==> src/rtl/alu_arbiter.sv <==
// Purpose : two-requester round-robin front end for one shared combinational
//           ALU, with a single registered response slot and per-requester
//           completion counters.
// Latency : one cycle from accept (valid && ready) to o_rsp_valid.
// Backpr. : a response stalled by i_rsp_ready=0 holds its data/id and drops
//           both request readies; a handshake and a new accept may share a
//           cycle, so throughput is one operation per cycle.
//
// Ports:
//   i_clk, i_rst_n                 clock, synchronous active-low reset
//   i_reqN_valid / o_reqN_ready    request handshake per requester (N=0,1)
//   i_reqN_op_a/op_b/alu_op        request operands and ALU op code
//   o_alu_op_a/op_b/o_alu_op       drive to the shared ALU (zero when idle)
//   i_alu_data                     shared ALU result, same cycle
//   o_rsp_valid/i_rsp_ready        response handshake
//   o_rsp_data/o_rsp_id            result and originating requester
//   o_done_cnt0/o_done_cnt1        delivered responses per requester (wrap)
module alu_arbiter #(
  parameter logic PRIO_RESET = 1'b0
) (
  input  logic        i_clk,
  input  logic        i_rst_n,
  input  logic        i_req0_valid,
  input  logic        i_req1_valid,
  output logic        o_req0_ready,
  output logic        o_req1_ready,
  input  logic [31:0] i_req0_op_a,
  input  logic [31:0] i_req0_op_b,
  input  logic [31:0] i_req1_op_a,
  input  logic [31:0] i_req1_op_b,
  input  logic [3:0]  i_req0_alu_op,
  input  logic [3:0]  i_req1_alu_op,
  output logic [31:0] o_alu_op_a,
  output logic [31:0] o_alu_op_b,
  output logic [3:0]  o_alu_op,
  input  logic [31:0] i_alu_data,
  output logic        o_rsp_valid,
  input  logic        i_rsp_ready,
  output logic [31:0] o_rsp_data,
  output logic        o_rsp_id,
  output logic [15:0] o_done_cnt0,
  output logic [15:0] o_done_cnt1
);

  typedef enum logic {
    EMPTY = 1'b0,
    FULL  = 1'b1
  } state_t;

  state_t state;
  state_t state_nxt;

  logic prio_ptr;   // requester that wins when both are valid
  logic grant_vld;
  logic grant_idx;
  logic slot_free;
  logic accept;
  logic rsp_hs;

  // The slot can take a new result when empty, or when the held result
  // leaves this same cycle.
  assign slot_free = (state == EMPTY) || i_rsp_ready;
  assign rsp_hs    = (state == FULL) && i_rsp_ready;
  assign accept    = grant_vld && slot_free;

  // Grant is suppressed while reset is asserted so readies and the ALU
  // drive read as idle during reset.
  always_comb begin
    grant_vld = 1'b0;
    grant_idx = 1'b0;
    if (i_rst_n) begin
      case ({i_req1_valid, i_req0_valid})
        2'b01: begin
          grant_vld = 1'b1;
          grant_idx = 1'b0;
        end
        2'b10: begin
          grant_vld = 1'b1;
          grant_idx = 1'b1;
        end
        2'b11: begin
          grant_vld = 1'b1;
          grant_idx = prio_ptr;
        end
        default: begin
          grant_vld = 1'b0;
          grant_idx = 1'b0;
        end
      endcase
    end
  end

  // State register
  always_ff @(posedge i_clk) begin
    if (!i_rst_n) begin
      state <= EMPTY;
    end else begin
      state <= state_nxt;
    end
  end

  // Next-state logic; in FULL an accept implies a handshake, so the slot
  // stays FULL and streams back to back.
  always_comb begin
    state_nxt = state;
    case (state)
      EMPTY: if (accept) state_nxt = FULL;
      FULL:  if (rsp_hs && !accept) state_nxt = EMPTY;
      default: state_nxt = EMPTY;
    endcase
  end

  // Output logic
  always_comb begin
    o_rsp_valid  = (state == FULL);
    o_req0_ready = accept && (grant_idx == 1'b0);
    o_req1_ready = accept && (grant_idx == 1'b1);
    o_alu_op_a   = 32'd0;
    o_alu_op_b   = 32'd0;
    o_alu_op     = 4'd0;
    if (grant_vld) begin
      if (grant_idx) begin
        o_alu_op_a = i_req1_op_a;
        o_alu_op_b = i_req1_op_b;
        o_alu_op   = i_req1_alu_op;
      end else begin
        o_alu_op_a = i_req0_op_a;
        o_alu_op_b = i_req0_op_b;
        o_alu_op   = i_req0_alu_op;
      end
    end
  end

  // Response payload and round-robin pointer. The payload only moves on
  // accept, so it stays stable under backpressure and after draining.
  always_ff @(posedge i_clk) begin
    if (!i_rst_n) begin
      o_rsp_data <= 32'd0;
      o_rsp_id   <= 1'b0;
      prio_ptr   <= PRIO_RESET;
    end else if (accept) begin
      o_rsp_data <= i_alu_data;
      o_rsp_id   <= grant_idx;
      prio_ptr   <= ~grant_idx;
    end
  end

  // Completion counters credit the requester of the response leaving now.
  always_ff @(posedge i_clk) begin
    if (!i_rst_n) begin
      o_done_cnt0 <= 16'd0;
      o_done_cnt1 <= 16'd0;
    end else if (rsp_hs) begin
      if (o_rsp_id) begin
        o_done_cnt1 <= o_done_cnt1 + 16'd1;
      end else begin
        o_done_cnt0 <= o_done_cnt0 + 16'd1;
      end
    end
  end

endmodule

==> config.mk <==
export PLATFORM = sky130hd
export DESIGN_NAME = alu_arbiter
export DESIGN_NICKNAME = d
export VERILOG_FILES = /design/src/rtl/alu_arbiter.sv
export SDC_FILE = /design/constraint.sdc
export NUM_CORES = 1
export LEC_CHECK = 0
export ABC_AREA = 1
export CAP_MARGIN = 0
export CORE_AREA = 3 3 119 121
export DETAILED_ROUTE_END_ITERATION = 10
export DIE_AREA = 0 0 122 124
export PLACE_DENSITY = 0.76
export SYNTH_ARGS = -nofsm -noshare
export SYNTH_HDL_FRONTEND = slang
export SYNTH_SLANG_ARGS = --single-unit
==> constraint.sdc <==
create_clock -name i_clk -period 1.8 [get_ports i_clk]
set_clock_uncertainty 0.1 [all_clocks]
set_input_delay 0.18 -clock i_clk [delete_from_list [all_inputs] [get_ports i_clk]]
set_output_delay 0.18 -clock i_clk [all_outputs]
set_load 0.02 [all_outputs]
* Word-level counts from Yosys, hierarchy flattened
Index checks and enable logic that the tools add are counted.
Word-level totals: output and inout bits 136, input port bits 173, bits in registers 67, logic and storage cells 37
Operators by class: reductions and logical operators 10, mux-type cells 13, $add $sub $neg 2, equal/unequal tests 3, bitwise logic cells 3
Operators with widths (number):
- 32-bit 2-to-1 mux | 4
- 16-bit by 1-bit adder with 16-bit output (second input constant) | 2
- 4-bit 2-to-1 mux | 2
- 1-bit logical AND | 5
- 1-bit 2-to-1 mux | 5
- 2-bit == test (second input constant) | 2
- 1-bit one-hot mux with 2 select lines | 2
- 2-bit AND reduction | 2
- 1-bit inverter | 3
- 3-bit OR reduction | 1
- 2-bit by 1-bit == test with 1-bit output (second input constant) | 1
- 1-bit logical NOT | 1
- 1-bit logical OR | 1

* Depth between registers and ports, before layout
Gate-level depths: netlist (run 1).
word-level depth 9, mapped depth 9, mapped depth without buffers 8

* Least setup slack after synthesis (run 1)
Ideal clock, no wire load.
kind register to output, start reg prio_ptr, end out o_alu_op_a[21], buffers on the path 2, data arrival time 1.255 ns, required time 1.520 ns, path slack 0.265 ns, stages on the path, launching flop included 8, cells stage by stage dfxtp_1 > o21ai_2 > nor2_8 > inv_4 > buf_6 > buf_6 > nor2_2 > nor2_1
Between the ends: longest elaborated chain between the ends 4
RTL lines:
- start: declaration | line 53 | logic prio_ptr;
- start signal: assignment | line 144 | prio_ptr <= ~grant_idx;
- 1-bit one-hot mux with 2 select lines | line 72 | case ({i_req1_valid, i_req0_valid})
- 1-bit 2-to-1 mux | line 71 | if (i_rst_n) begin
- 32-bit 2-to-1 mux | line 122 | if (grant_idx) begin
- 32-bit 2-to-1 mux | line 121 | if (grant_vld) begin
- end: declaration | line 33 | output logic [31:0] o_alu_op_a,
Every way passes these cells.

* Worst setup path after layout (run 1)
start reg prio_ptr, end out o_alu_op_a[11]
Same word-level chain as after synthesis.

==> Implementation_results.wiki, run 1 <==
{| class="wikitable"
! Metric !! Value
|-
| Portion of the clock cycle consumed by the worst path in the final layout || 1.10
|-
| Shortest period the worst path allows || 1980 ps
|-
| Distinct cells, synth || 26
|-
| CTS tree || done
|-
| Worst setup endpoint || o_alu_op_a[11]
|-
| Total power density per cell area || between 500 and 600 nW/um^2
|-
| Met1 usage || 0.262
|-
| Highest net fanout along the worst path || 7
|-
| Area delta synth->final || 114%
|-
| Static leakage || 3.46 nW
|-
| Category of the most critical setup path || flip-flop to output port
|-
| Fraction of final layout cells with drive strength greater than 1 || 0.243
|-
| Initial standard-cell utilization of the core || 0.291
|-
| Mean number of vias per cell || ~4.6
|-
| RSZ-0062 raised after global routing || yes
|-
| Type of element capturing the critical path || output port
|-
| Net Count, Synth || 805
|-
| Share of flip-flops with an asynchronous set or reset || 0
|-
| DRT iter0 DRCs || 284
|-
| Worst-Margin Slew || ~600 ps
|-
| Core area || 13200 sq um
|-
| Clock-pin slew on the worst setup and hold paths || 50 ps
|-
| Global routing's busiest layer || met2
|-
| Most instantiated library cell after synthesis || sky130_fd_sc_hd__nor2_1
|-
| Count of synthesis-stage warnings from yosys || 0
|-
| Half-perimeter wire length after placement || 13.8 mm
|-
| Setup slack of the worst register-to-register path || 240 ps
|-
| Hold bufs inserted after CTS || 0
|-
| Rows || 42
|-
| Final layout net count || 1142
|-
| Area share of the leading cell type in the synthesized netlist || 0.350
|-
| Post-Route WL || 18.8 mm
|-
| Depth of the worst register-to-register path || 7
|-
| Largest net degree at the start of global routing || a little under 60
|-
| Number of flops mapped to enable cells by yosys || 0
|-
| Seq cells post-synth || 67
|-
| Number of hold-slack violations in the final timing report || 0
|-
| Root buffer selected by CTS || sky130_fd_sc_hd__clkbuf_16
|-
| Fin worst setup slack || -183 ps
|-
| Remaining global-route overflow || 0
|-
| Fraction of the yosys area taken by sequential cells || 0.350
|-
| Netlist area before placement || 3830 sq um
|-
| Gpl congestion || ~0.96
|-
| Violations in the final reports || setup timing
|-
| Relative slew margins || 0.601
|-
| Wire length of the first global-routing pass || 26.1 mm
|-
| Endpoint of the lowest-slack register-to-register path || o_done_cnt1[12]
|-
| Via count || around 5300
|-
| Final setup violating endpoints || between 60 and 70
|-
| Width of the chip || 122 microns
|-
| Clock latency of the later-clocked register in the worst-skew pair || 320 ps
|-
| Top cells by count, synth || sky130_fd_sc_hd__nor2_1, sky130_fd_sc_hd__nand2_1, sky130_fd_sc_hd__dfxtp_1
|-
| Chip height || approximately 120 microns
|-
| Primary FF master, synth || sky130_fd_sc_hd__dfxtp_1
|-
| GR Util All Layers || 0.223
|-
| Die Area || 15100 sq um
|-
| Gate count after technology mapping || 630
|-
| H-Tree Level Count || 3
|-
| Buffer depth of the longest clock path || 2
|-
| Overall power consumption || 0.00486 W
|-
| Number of global-route vias before repair || 4777
|-
| Number of iterations in the first detailed-routing pass || 4
|-
| Path type of the worst min-delay path || input pin to flip-flop
|-
| Synthesized area per cell || 6.09 sq um
|-
| Number of max-slew violations in the final report || 0
|-
| Library cell with the largest summed area after synthesis || sky130_fd_sc_hd__dfxtp_1
|-
| TritonCTS buffer count || 9
|-
| First element of the critical path || prio_ptr
|-
| Final antenna diode count || 0
|-
| Post-detailed-route wirelength per cell || between 15 and 20 microns
|-
| Number of I/O port buffers || between 300 and 400
|-
| Number of remaining DRC errors || 0
|-
| Maximum vdd drop || 742 uV
|-
| Post-placement worst setup slack || -655 ps
|-
| Maximum Capacitance Violations || 0
|-
| Arrival time of data at the critical path endpoint || 1700 ps
|-
| Met2 track demand over resource || 0.378
|-
| Outcome || finished, violations left
|-
| Met3 layer usage reported by global route || 0.0790
|-
| Startpoint of the worst-slack reg-to-reg timing path || o_done_cnt1[1]
|-
| Max frequency || 504 MHz
|-
| Number of antenna violations at the first check in global routing || 0
|-
| Clock Sinks || 67
|-
| Type of element launching the critical path || flip-flop
|-
| Area contributors post-synth || sky130_fd_sc_hd__dfxtp_1, sky130_fd_sc_hd__nor2_1, sky130_fd_sc_hd__nand2_1
|-
| Antenna viol nets, final || 0
|-
| Ports placed on the boundary || 309
|-
| Required arrival time at the worst endpoint || 1520 ps
|}
routing by layer:
| metal | part of all wire | routed length, microns |
|---|---|---|
| met3 | 0.094 | 1770 |
| met4 | 0.022 | 420 |
| met2 | 0.49 | 9270 |
| met1 | 0.39 | 7380 |
| met5 | 0 | 0 |
worst min path at each step:
stage,startpoint,end,slack [ps],depth (start not counted)
after floorplan,i_alu_data[10],o_rsp_data[10],190,2
after global placement,o_rsp_data[17],o_rsp_data[17],350,2
after detailed placement,o_rsp_data[23],o_rsp_data[23],360,2
after CTS,i_rst_n,o_done_cnt1[10],260,4
after global routing,i_rst_n,o_done_cnt1[10],280,4
final,i_rst_n,o_done_cnt1[10],260,4
repair_timing:
item / 4_1_cts / 5_1_grt
resized for setup: 389 / 149
pin swaps: 9 / 29
setup endpoints to repair: 70 / 70
gates cloned: 3 / 6
buffers inserted: 3 / 6
placed cells by master, fill, tap and decap left out, types with 2 or more instances in the layout:
master and instances:
sky130_fd_sc_hd__nor3b_1 2, sky130_fd_sc_hd__buf_8 5, sky130_fd_sc_hd__o21ai_2 20, sky130_fd_sc_hd__dlygate4sd2_1 2, sky130_fd_sc_hd__a21oi_1 14, sky130_fd_sc_hd__inv_1 31
sky130_fd_sc_hd__nor2_2 41, sky130_fd_sc_hd__nand4_1 6, sky130_fd_sc_hd__buf_12 9, sky130_fd_sc_hd__clkdlybuf4s50_1 235, sky130_fd_sc_hd__buf_16 2, sky130_fd_sc_hd__o21ai_4 6
sky130_fd_sc_hd__nor2_1 138, sky130_fd_sc_hd__nand2_1 124, sky130_fd_sc_hd__o21ai_0 20, sky130_fd_sc_hd__ha_1 2, sky130_fd_sc_hd__clkbuf_16 14, sky130_fd_sc_hd__o21ai_1 33
sky130_fd_sc_hd__nand3_1 50, sky130_fd_sc_hd__buf_6 22, sky130_fd_sc_hd__buf_4 80, sky130_fd_sc_hd__clkbuf_1 2, sky130_fd_sc_hd__dfxtp_1 66, sky130_fd_sc_hd__nor3_1 7
sky130_fd_sc_hd__clkbuf_8 3, sky130_fd_sc_hd__nor2_4 24, sky130_fd_sc_hd__inv_2 4
cells by family after synthesis:
kind of cell	Yosys count	share of synthesized area
xor+xnor	2	0.00457
flops	67	0.350
compound gates	94	0.124
fa+ha+maj	2	0.00652
buf+inv	72	0.0891
simple gates	393	0.426
registers in the layout, summed over array words and instances, names as in the netlist:
signal / flops
o_rsp_data: 32
o_done_cnt0: 16
o_done_cnt1: 16
o_rsp_id: 1
o_rsp_valid: 1
prio_ptr: 1
report_power, final:
| part | internal, W | total (W) | switching [W] |
|---|---|---|---|
| Clock | 0.00104 | 0.00165 | 0.000615 |
| Combinational | 0.000848 | 0.00160 | 0.000755 |
| Sequential | 0.00156 | 0.00160 | 0.0000433 |
worst max-delay path: stages (launching register included):
cell	delay (ps)
sky130_fd_sc_hd__dfxtp_4	360
sky130_fd_sc_hd__o21ai_4	70
sky130_fd_sc_hd__nor2_8	240
sky130_fd_sc_hd__clkinv_8	120
sky130_fd_sc_hd__buf_16	160
sky130_fd_sc_hd__buf_8	130
sky130_fd_sc_hd__nor2_4	100
sky130_fd_sc_hd__nor2_1	50
sky130_fd_sc_hd__buf_4	160
through the flow:
step	setup TNS, ps	area, sq um	utilization	hold WS, ps	instances
after floorplan	0	3830	-	191	630
after global placement	-42300	7310	0.554	352	1116
after detailed placement	-44500	7310	0.554	357	1116
after CTS	-5950	7600	0.576	258	1137
after global routing	-13450	8190	0.621	276	1147
final	-7710	8190	0.621	264	1147
area by class of cell:
cell class / count / area, sq um
Fill cell: 1172 / 5000
Clock buffer: 14 / 274
Multi-Input combinational cell: 491 / 2530
Timing Repair inverter: 1 / 11.3
Inverter: 36 / 148
Tap cell: 176 / 220
Timing Repair Buffer: 361 / 3660
Sequential cell: 67 / 1350
Clock inverter: 1 / 7.51
Power figures use the tool's default switching activity.
==> run 2, diff against run 1 <==
--- a/config.mk
+++ b/config.mk
@@ -10,6 +10,7 @@
 export CORE_AREA = 3 3 119 121
 export DETAILED_ROUTE_END_ITERATION = 10
 export DIE_AREA = 0 0 122 124
+export GPL_TIMING_DRIVEN = 0
 export PLACE_DENSITY = 0.76
 export SYNTH_ARGS = -nofsm -noshare
 export SYNTH_HDL_FRONTEND = slang
==> run 2 against run 1 <==
Net effect:
- the flow still finishes with violations (setup timing)
- global-route usage decreased by 0.055 points
- setup slack improved by 64 ps
- fmax increased by 3.3%
- largest power group is now registers
- highest routed layer unchanged
- worst hold slack got worse by 60 ps
==> Implementation_results.wiki, run 2 (synthesis results as in run 1) <==
{| class="wikitable"
! Metric !! Value
|-
| Max frequency || 521 MHz (+3.3%)
|-
| Setup slack of the worst register-to-register path || 200 ps (-40 ps)
|-
| Half-perimeter wire length after placement || 14.1 mm (+2.4%)
|-
| Endpoint of the lowest-slack register-to-register path || o_done_cnt1[8]
|-
| Final setup violating endpoints || 42 (-39%)
|-
| Number of global-route vias before repair || 4753 (-0.50%)
|-
| Shortest period the worst path allows || 1920 ps (-63.9 ps)
|-
| Highest net fanout along the worst path || 10 (+3)
|-
| Antenna viol nets, final || 0 (unchanged)
|-
| Type of element capturing the critical path || output port
|-
| List of cells traversed by the critical path || o21ai_4 -> nor2_8 -> inv_6 -> buf_8 -> buf_12 -> nor2_2 -> nor2_1 -> buf_4
|-
| Initial standard-cell utilization of the core || 0.291 (unchanged)
|-
| GR Util All Layers || 0.222 (-0.000555)
|-
| Largest net degree at the start of global routing || 11 (-81%)
|-
| Chip height || 124 microns (unchanged)
|-
| TritonCTS buffer count || 9 (unchanged)
|-
| Worst-Margin Slew || 536 ps (-61.9 ps)
|-
| Root buffer selected by CTS || sky130_fd_sc_hd__clkbuf_16
|-
| Depth of the worst register-to-register path || 6 (-1)
|-
| Clock-pin slew on the worst setup and hold paths || 50 ps (about the same)
|-
| Arrival time of data at the critical path endpoint || 1640 ps (-60 ps)
|-
| H-Tree Level Count || 3 (unchanged)
|-
| Number of iterations in the first detailed-routing pass || 5 (+1)
|-
| Maximum Capacitance Violations || 0 (unchanged)
|-
| Largest delay contributor family on the critical path || buffers and inverters
|-
| Die Area || 15100 sq um (unchanged)
|-
| Type of element launching the critical path || flip-flop
|-
| Number of hold-slack violations in the final timing report || 0 (unchanged)
|-
| Number of max-slew violations in the final report || 0 (unchanged)
|-
| Mean number of vias per cell || 4.56 (-0.90%)
|-
| Post-Route WL || 17.6 mm (-6.6%)
|-
| Category of the most critical setup path || flip-flop to output port
|-
| Startpoint of the worst-slack reg-to-reg timing path || o_done_cnt1[1]
|-
| Area delta synth->final || 94.7%
|-
| Number of I/O port buffers || 307 (-0.32%)
|-
| Number of antenna violations at the first check in global routing || 0 (unchanged)
|-
| Via count || 5187 (-1.8%)
|-
| Path type of the worst min-delay path || input pin to flip-flop
|-
| Post-detailed-route wirelength per cell || 15.5 microns (-5.8%)
|-
| Number of flip-flops under the largest register name || 32 (unchanged)
|-
| Leading registers by flop count || o_rsp_data: 32 flops, o_done_cnt0: 16 flops, o_done_cnt1: 16 flops
|-
| Final layout net count || 1132 (-0.88%)
|-
| Maximum vdd drop || 695 uV (-6.3%)
|-
| Clock latency of the later-clocked register in the worst-skew pair || 330 ps (about the same)
|-
| Number of cells on the critical path || 8 (unchanged)
|-
| Outcome || finished, violations left
|-
| Number of remaining DRC errors || 0 (unchanged)
|-
| Gpl congestion || 0.906 (-6.1%)
|-
| Slowest cell delay on critical path || 330 ps (-30 ps)
|-
| Relative slew margins || 0.643 (+0.0413)
|-
| Post-placement worst setup slack || -837 ps (-182 ps)
|-
| Wire length of the first global-routing pass || 25.8 mm (-1.1%)
|-
| Worst setup endpoint || o_alu_op_a[25]
|-
| Buffer depth of the longest clock path || 2 (unchanged)
|-
| Rows || 42 (unchanged)
|-
| DRT iter0 DRCs || 216 (-24%)
|-
| Required arrival time at the worst endpoint || 1520 ps (about the same)
|-
| Fraction of final layout cells with drive strength greater than 1 || 0.159 (-0.0837)
|-
| Worst-path cell with the longest stage delay || sky130_fd_sc_hd__dfxtp_2
|-
| Clock Sinks || 67 (unchanged)
|-
| Non-filler instance count after layout || 1137 (-0.87%)
|-
| Hold bufs inserted after CTS || 0 (unchanged)
|-
| CTS tree || done
|-
| Number of cells in the design after placement || 1113 (-0.27%)
|-
| Largest Register || o_rsp_data
|-
| Total power density per cell area || 614 nW/um^2 (+3.5%)
|-
| Total buffers and inverters traversed by the critical path || 4 (unchanged)
|-
| Violations in the final reports || setup timing
|-
| Ports placed on the boundary || 309 (unchanged)
|-
| Core area || 13200 sq um (unchanged)
|-
| Width of the chip || 122 microns (unchanged)
|-
| Most frequent cells in the layout || sky130_fd_sc_hd__clkdlybuf4s50_1, sky130_fd_sc_hd__nor2_1, sky130_fd_sc_hd__nand2_1
|-
| Remaining global-route overflow || 0 (unchanged)
|-
| Portion of the clock cycle consumed by the worst path in the final layout || 1.07 (-0.0355)
|-
| First element of the critical path || prio_ptr
|-
| Fin worst setup slack || -119 ps (+63.9 ps)
|-
| Static leakage || 3.27 nW (-5.3%)
|-
| RSZ-0062 raised after global routing || yes
|-
| Leading cell type in the layout, fill and taps excluded || sky130_fd_sc_hd__clkdlybuf4s50_1
|}
run 2: cell types whose count changed in the layout (fill, tap and decap cells not counted), sizes merged:
cell / previous run / this run
clkbuf: 19 / 23
clkdlybuf4s15: 0 / 9
buf: 119 / 95
diode: 0 / 1
run 2: routing by layer:
metal	up-vias	wire (microns)	track usage
li1	2671	-	-
met1	2261	7100	0.255
met2	227	8350	0.385
met3	28	1630	0.0708
met4	0	529	0.0875
met5	-	0	0
run 2: timing repair:
action	CTS	global route
gates cloned	4	0
buffers inserted	2	3
pin swaps	7	1
setup endpoints to repair	70	69
gates resized for setup	341	43
run 2: worst min path at each step:
| stage | startpoint | to | slack [ps] | depth (start not counted) |
|---|---|---|---|---|
| finish | i_req0_valid | o_rsp_valid | 200 | 3 |
| global route | i_req0_valid | o_rsp_valid | 240 | 3 |
| CTS | i_req0_valid | o_rsp_valid | 200 | 3 |
| detailed placement | o_rsp_data[10] | o_rsp_data[10] | 360 | 2 |
| global placement | o_rsp_data[19] | o_rsp_data[19] | 350 | 2 |
| floorplan | i_alu_data[10] | o_rsp_data[10] | 190 | 2 |
run 2: cell type report:
cell class	instances	area, sq um
timing repair buffer	316	3000
clock inverter	2	12.5
antenna	1	2.50
fill	1307	5720
inverter	36	140
clock buffer	12	256
buffer	36	294
tap	176	220
sequential	67	1340
multi-input combinational	491	2190
run 2: worst reg2reg max path, stage by stage, from the launching register on:
cell and delay [ps]:
sky130_fd_sc_hd__dfxtp_1 400, sky130_fd_sc_hd__ha_1 220, sky130_fd_sc_hd__nand3_1 80, sky130_fd_sc_hd__nor2_1 310
sky130_fd_sc_hd__nand3_1 160, sky130_fd_sc_hd__nand2_1 80, sky130_fd_sc_hd__nor3b_1 180
run 2: report_power, final:
part / internal (W) / switching, W / total (W) / leakage (nW)
logic: 0.000728 / 0.000658 / 0.00139 / 2.60
registers: 0.00156 / 0.0000457 / 0.00161 / 0.549
clock network: 0.000988 / 0.000604 / 0.00159 / 0.131
total: 0.00328 / 0.00131 / 0.00458 / 3.27
run 2: stage by stage:
| step | cell area (sq um) | power, W | setup TNS (ps) | hold slack, ps | util |
|---|---|---|---|---|---|
| 5_1_grt | 7460 | 0.00478 | -8720 | 240 | 0.566 |
| 2_1_floorplan | 3830 | 0.00217 | 0 | 191 | - |
| 3_5_place_dp | 7130 | 0.00300 | -52880 | 357 | 0.540 |
| 3_3_place_gp | 7130 | 0.00300 | -53310 | 351 | 0.540 |
| 4_1_cts | 7460 | 0.00461 | -6970 | 198 | 0.565 |
| 6_report | 7470 | 0.00458 | -2600 | 204 | 0.566 |
==> run 3, diff against run 2 <==
--- a/config.mk
+++ b/config.mk
@@ -10,8 +10,10 @@
 export CORE_AREA = 3 3 119 121
 export DETAILED_ROUTE_END_ITERATION = 10
 export DIE_AREA = 0 0 122 124
+export DONT_BUFFER_PORTS = 1
 export GPL_TIMING_DRIVEN = 0
-export PLACE_DENSITY = 0.76
+export PLACE_DENSITY = 0.46
+export SKIP_CTS_REPAIR_TIMING = 1
 export SYNTH_ARGS = -nofsm -noshare
 export SYNTH_HDL_FRONTEND = slang
 export SYNTH_SLANG_ARGS = --single-unit
==> run 3 against run 2 <==
Net effect:
- the run ends with hold timing, setup timing left
- final cell count fell by 24%
- first-iteration DRC count fell by 11%
- worst hold slack got worse by 210 ps
- wire length fell by 5.3%
- design area fell by 30%
- global-route usage fell by 2.3 points
- flip-flop and latch count did not move
- die area did not move
- register-to-register slack barely moved
- via count fell by 16%
- fmax rose by 2.9%
- critical path type unchanged
- largest cell class is now multi-input gates
- largest power group is now the clock network
- highest routed layer unchanged
==> Implementation_results.wiki, run 3 (synthesis results as in run 1) <==
{| class="wikitable"
! Metric !! Value
|-
| Antenna viol nets, final || 0 (unchanged)
|-
| Portion of the clock cycle consumed by the worst path in the final layout || 1.04 (-0.0299)
|-
| H-Tree Level Count || 3 (unchanged)
|-
| Endpoint of the lowest-slack register-to-register path || o_done_cnt1[9]
|-
| Hold-critical path depth || 2 (-1)
|-
| Number of antenna violations at the first check in global routing || 1 (+1)
|-
| GR Util All Layers || 0.200 (-0.0225)
|-
| Number of iterations in the first detailed-routing pass || 5 (unchanged)
|-
| Setup slack of the worst register-to-register path || 190 ps (about the same)
|-
| Via count || 4332 (-16%)
|-
| Depth of the worst register-to-register path || 6 (unchanged)
|-
| Buffer depth of the longest clock path || 2 (unchanged)
|-
| Fin worst setup slack || -65.2 ps (+53.8 ps)
|-
| Outcome || finished, violations left
|-
| Total power density per cell area || 825 nW/um^2 (+34%)
|-
| Half-perimeter wire length after placement || 13.5 mm (-4.7%)
|-
| Leading registers by flop count || o_rsp_data: 32 flops, o_done_cnt0: 16 flops, o_done_cnt1: 16 flops
|-
| Remaining global-route overflow || 0 (unchanged)
|-
| Largest net degree at the start of global routing || 12 (+1)
|-
| Arrival time of data at the critical path endpoint || 1590 ps (-50 ps)
|-
| TritonCTS buffer count || 9 (unchanged)
|-
| Startpoint of the worst-slack reg-to-reg timing path || o_done_cnt1[4]
|-
| Chip height || 124 microns (unchanged)
|-
| Path type of the worst min-delay path || input pin to flip-flop
|-
| Leading cell type in the layout, fill and taps excluded || sky130_fd_sc_hd__nand2_1
|-
| Area delta synth->final || 35.4%
|-
| Highest net fanout along the worst path || 7 (-3)
|-
| Rows || 42 (unchanged)
|-
| Final setup violating endpoints || 47 (+12%)
|-
| Type of element launching the critical path || flip-flop
|-
| Hold Path Sink || o_rsp_valid
|-
| Core area || 13200 sq um (unchanged)
|-
| CTS tree || done
|-
| Static leakage || 2.13 nW (-35%)
|-
| Largest Register || o_rsp_data
|-
| Clock latency of the later-clocked register in the worst-skew pair || 330 ps (about the same)
|-
| Shortest period the worst path allows || 1870 ps (-53.8 ps)
|-
| Maximum Capacitance Violations || 0 (unchanged)
|-
| Die Area || 15100 sq um (unchanged)
|-
| Clock-pin slew on the worst setup and hold paths || 50 ps (about the same)
|-
| Worst-Margin Slew || 561 ps (+25.3 ps)
|-
| Relative slew margins || 0.626 (-0.0169)
|-
| Post-route core utilization || 0.394 (-0.172)
|-
| Wire length of the first global-routing pass || 22.3 mm (-14%)
|-
| Final layout net count || 854 (-25%)
|-
| Mean number of vias per cell || 5.03 (+10%)
|-
| Number of flip-flops under the largest register name || 32 (unchanged)
|-
| Type of element capturing the critical path || output port
|-
| Clock Sinks || 67 (unchanged)
|-
| Maximum vdd drop || 627 uV (-9.8%)
|-
| Initial standard-cell utilization of the core || 0.291 (unchanged)
|-
| Fraction of final layout cells with drive strength greater than 1 || 0.221 (+0.0614)
|-
| Hold Worst Slack || -7.35 ps (-211 ps)
|-
| Number of I/O port buffers || 0 (-100%)
|-
| Ports placed on the boundary || 309 (unchanged)
|-
| Number of remaining DRC errors || 0 (unchanged)
|-
| DRT iter0 DRCs || 193 (-11%)
|-
| Gpl congestion || 0.838 (-7.5%)
|-
| Max frequency || 536 MHz (+2.9%)
|-
| Required arrival time at the worst endpoint || 1520 ps (about the same)
|-
| Post-detailed-route wirelength per cell || 19.4 microns (+25%)
|-
| Number of max-slew violations in the final report || 0 (unchanged)
|-
| RSZ-0062 raised after global routing || yes
|-
| Width of the chip || 122 microns (unchanged)
|-
| Critical hold path startpoint || i_req0_valid
|-
| Violations in the final reports || hold timing, setup timing
|-
| Area of combinational cells with multiple inputs || 2540 sq um (+16%)
|-
| Category of the most critical setup path || flip-flop to output port
|-
| Number of global-route vias before repair || 3829 (-19%)
|-
| Post-Route WL || 16.7 mm (-5.3%)
|-
| Sequential cell area in the final layout || 1350 sq um (+0.47%)
|-
| Root buffer selected by CTS || sky130_fd_sc_hd__clkbuf_16
|-
| Filler instances || 1430 (+9.4%)
|-
| Most frequent cells in the layout || sky130_fd_sc_hd__nand2_1, sky130_fd_sc_hd__nor2_1, sky130_fd_sc_hd__o21ai_0, sky130_fd_sc_hd__dfxtp_1, sky130_fd_sc_hd__nand3_1
|-
| Number of hold-slack violations in the final timing report || 1 (+1)
|}
==> run 3: changes by cell type in the layout (fill, tap and decap cells not counted), sizes merged <==
cell           change
clkdlybuf4s50    -235
buf               -66
dlygate4sd3       +33
clkdlybuf4s15      -9
clkinv             +2
dlygate4sd2        -2
bufinv             +1
clkbuf             +1
clkinvlp           -1
==> run 3: area by class of cell <==
type	count	share of cell area
timing repair buffer	38	0.0704
clock buffer	12	0.0494
tap	176	0.0424
clock inverter	4	0.00940
buffer	36	0.0523
antenna	1	0.000482
sequential	67	0.260
multi-input combinational	491	0.489
inverter	36	0.0265
==> run 3: how the worst max path moves through the flow <==
stage                     depth (start not counted)              to     start  slack [ps]
after CTS                                         6  o_alu_op_a[31]  prio_ptr        -520
final                                             6  o_alu_op_b[20]  prio_ptr         -70
after global routing                              6  o_alu_op_b[20]  prio_ptr        -140
after detailed placement                          6  o_alu_op_b[29]   i_rst_n        -330
after floorplan                                   7  o_alu_op_a[21]  prio_ptr         270
after global placement                            6  o_alu_op_b[29]   i_rst_n        -260
==> run 3: per-stage QoR <==
step                      worst slack (ps)  instances  TNS, ps  power [W]  cell area (sq um)
after global routing                  -137        861    -6140    0.00448               5190
after global placement                -260        806    -1910    0.00232               4060
after detailed placement              -328        806    -2730    0.00233               4060
after CTS                             -515        822   -18670    0.00415               4360
final                                -65.2        861    -1240    0.00428               5190
after floorplan                        265        630        0    0.00217               3830
==> run 3: metal layers <==
| metal | routed length [microns] | GRT usage |
|---|---|---|
| met4 | 513 | 0.116 |
| met2 | 7860 | 0.302 |
| met3 | 1980 | 0.110 |
| met1 | 6340 | 0.222 |
| met5 | 0 | 0 |
==> run 3: power breakdown <==
group	leakage (nW)	switching [W]	internal, W
registers	0.551	0.000152	0.00156
logic	1.42	0.000531	0.000242
clock network	0.153	0.000654	0.00115
total	2.13	0.00134	0.00295
==> run 3: worst max-delay path: stages, from the launching register on <==
cell and delay, ps:
sky130_fd_sc_hd__dfxtp_2 340, sky130_fd_sc_hd__o21ai_4 70, sky130_fd_sc_hd__nor2_8 200, sky130_fd_sc_hd__buf_4 150, sky130_fd_sc_hd__buf_2 130, sky130_fd_sc_hd__o21ai_0 100, sky130_fd_sc_hd__nor2_2 260
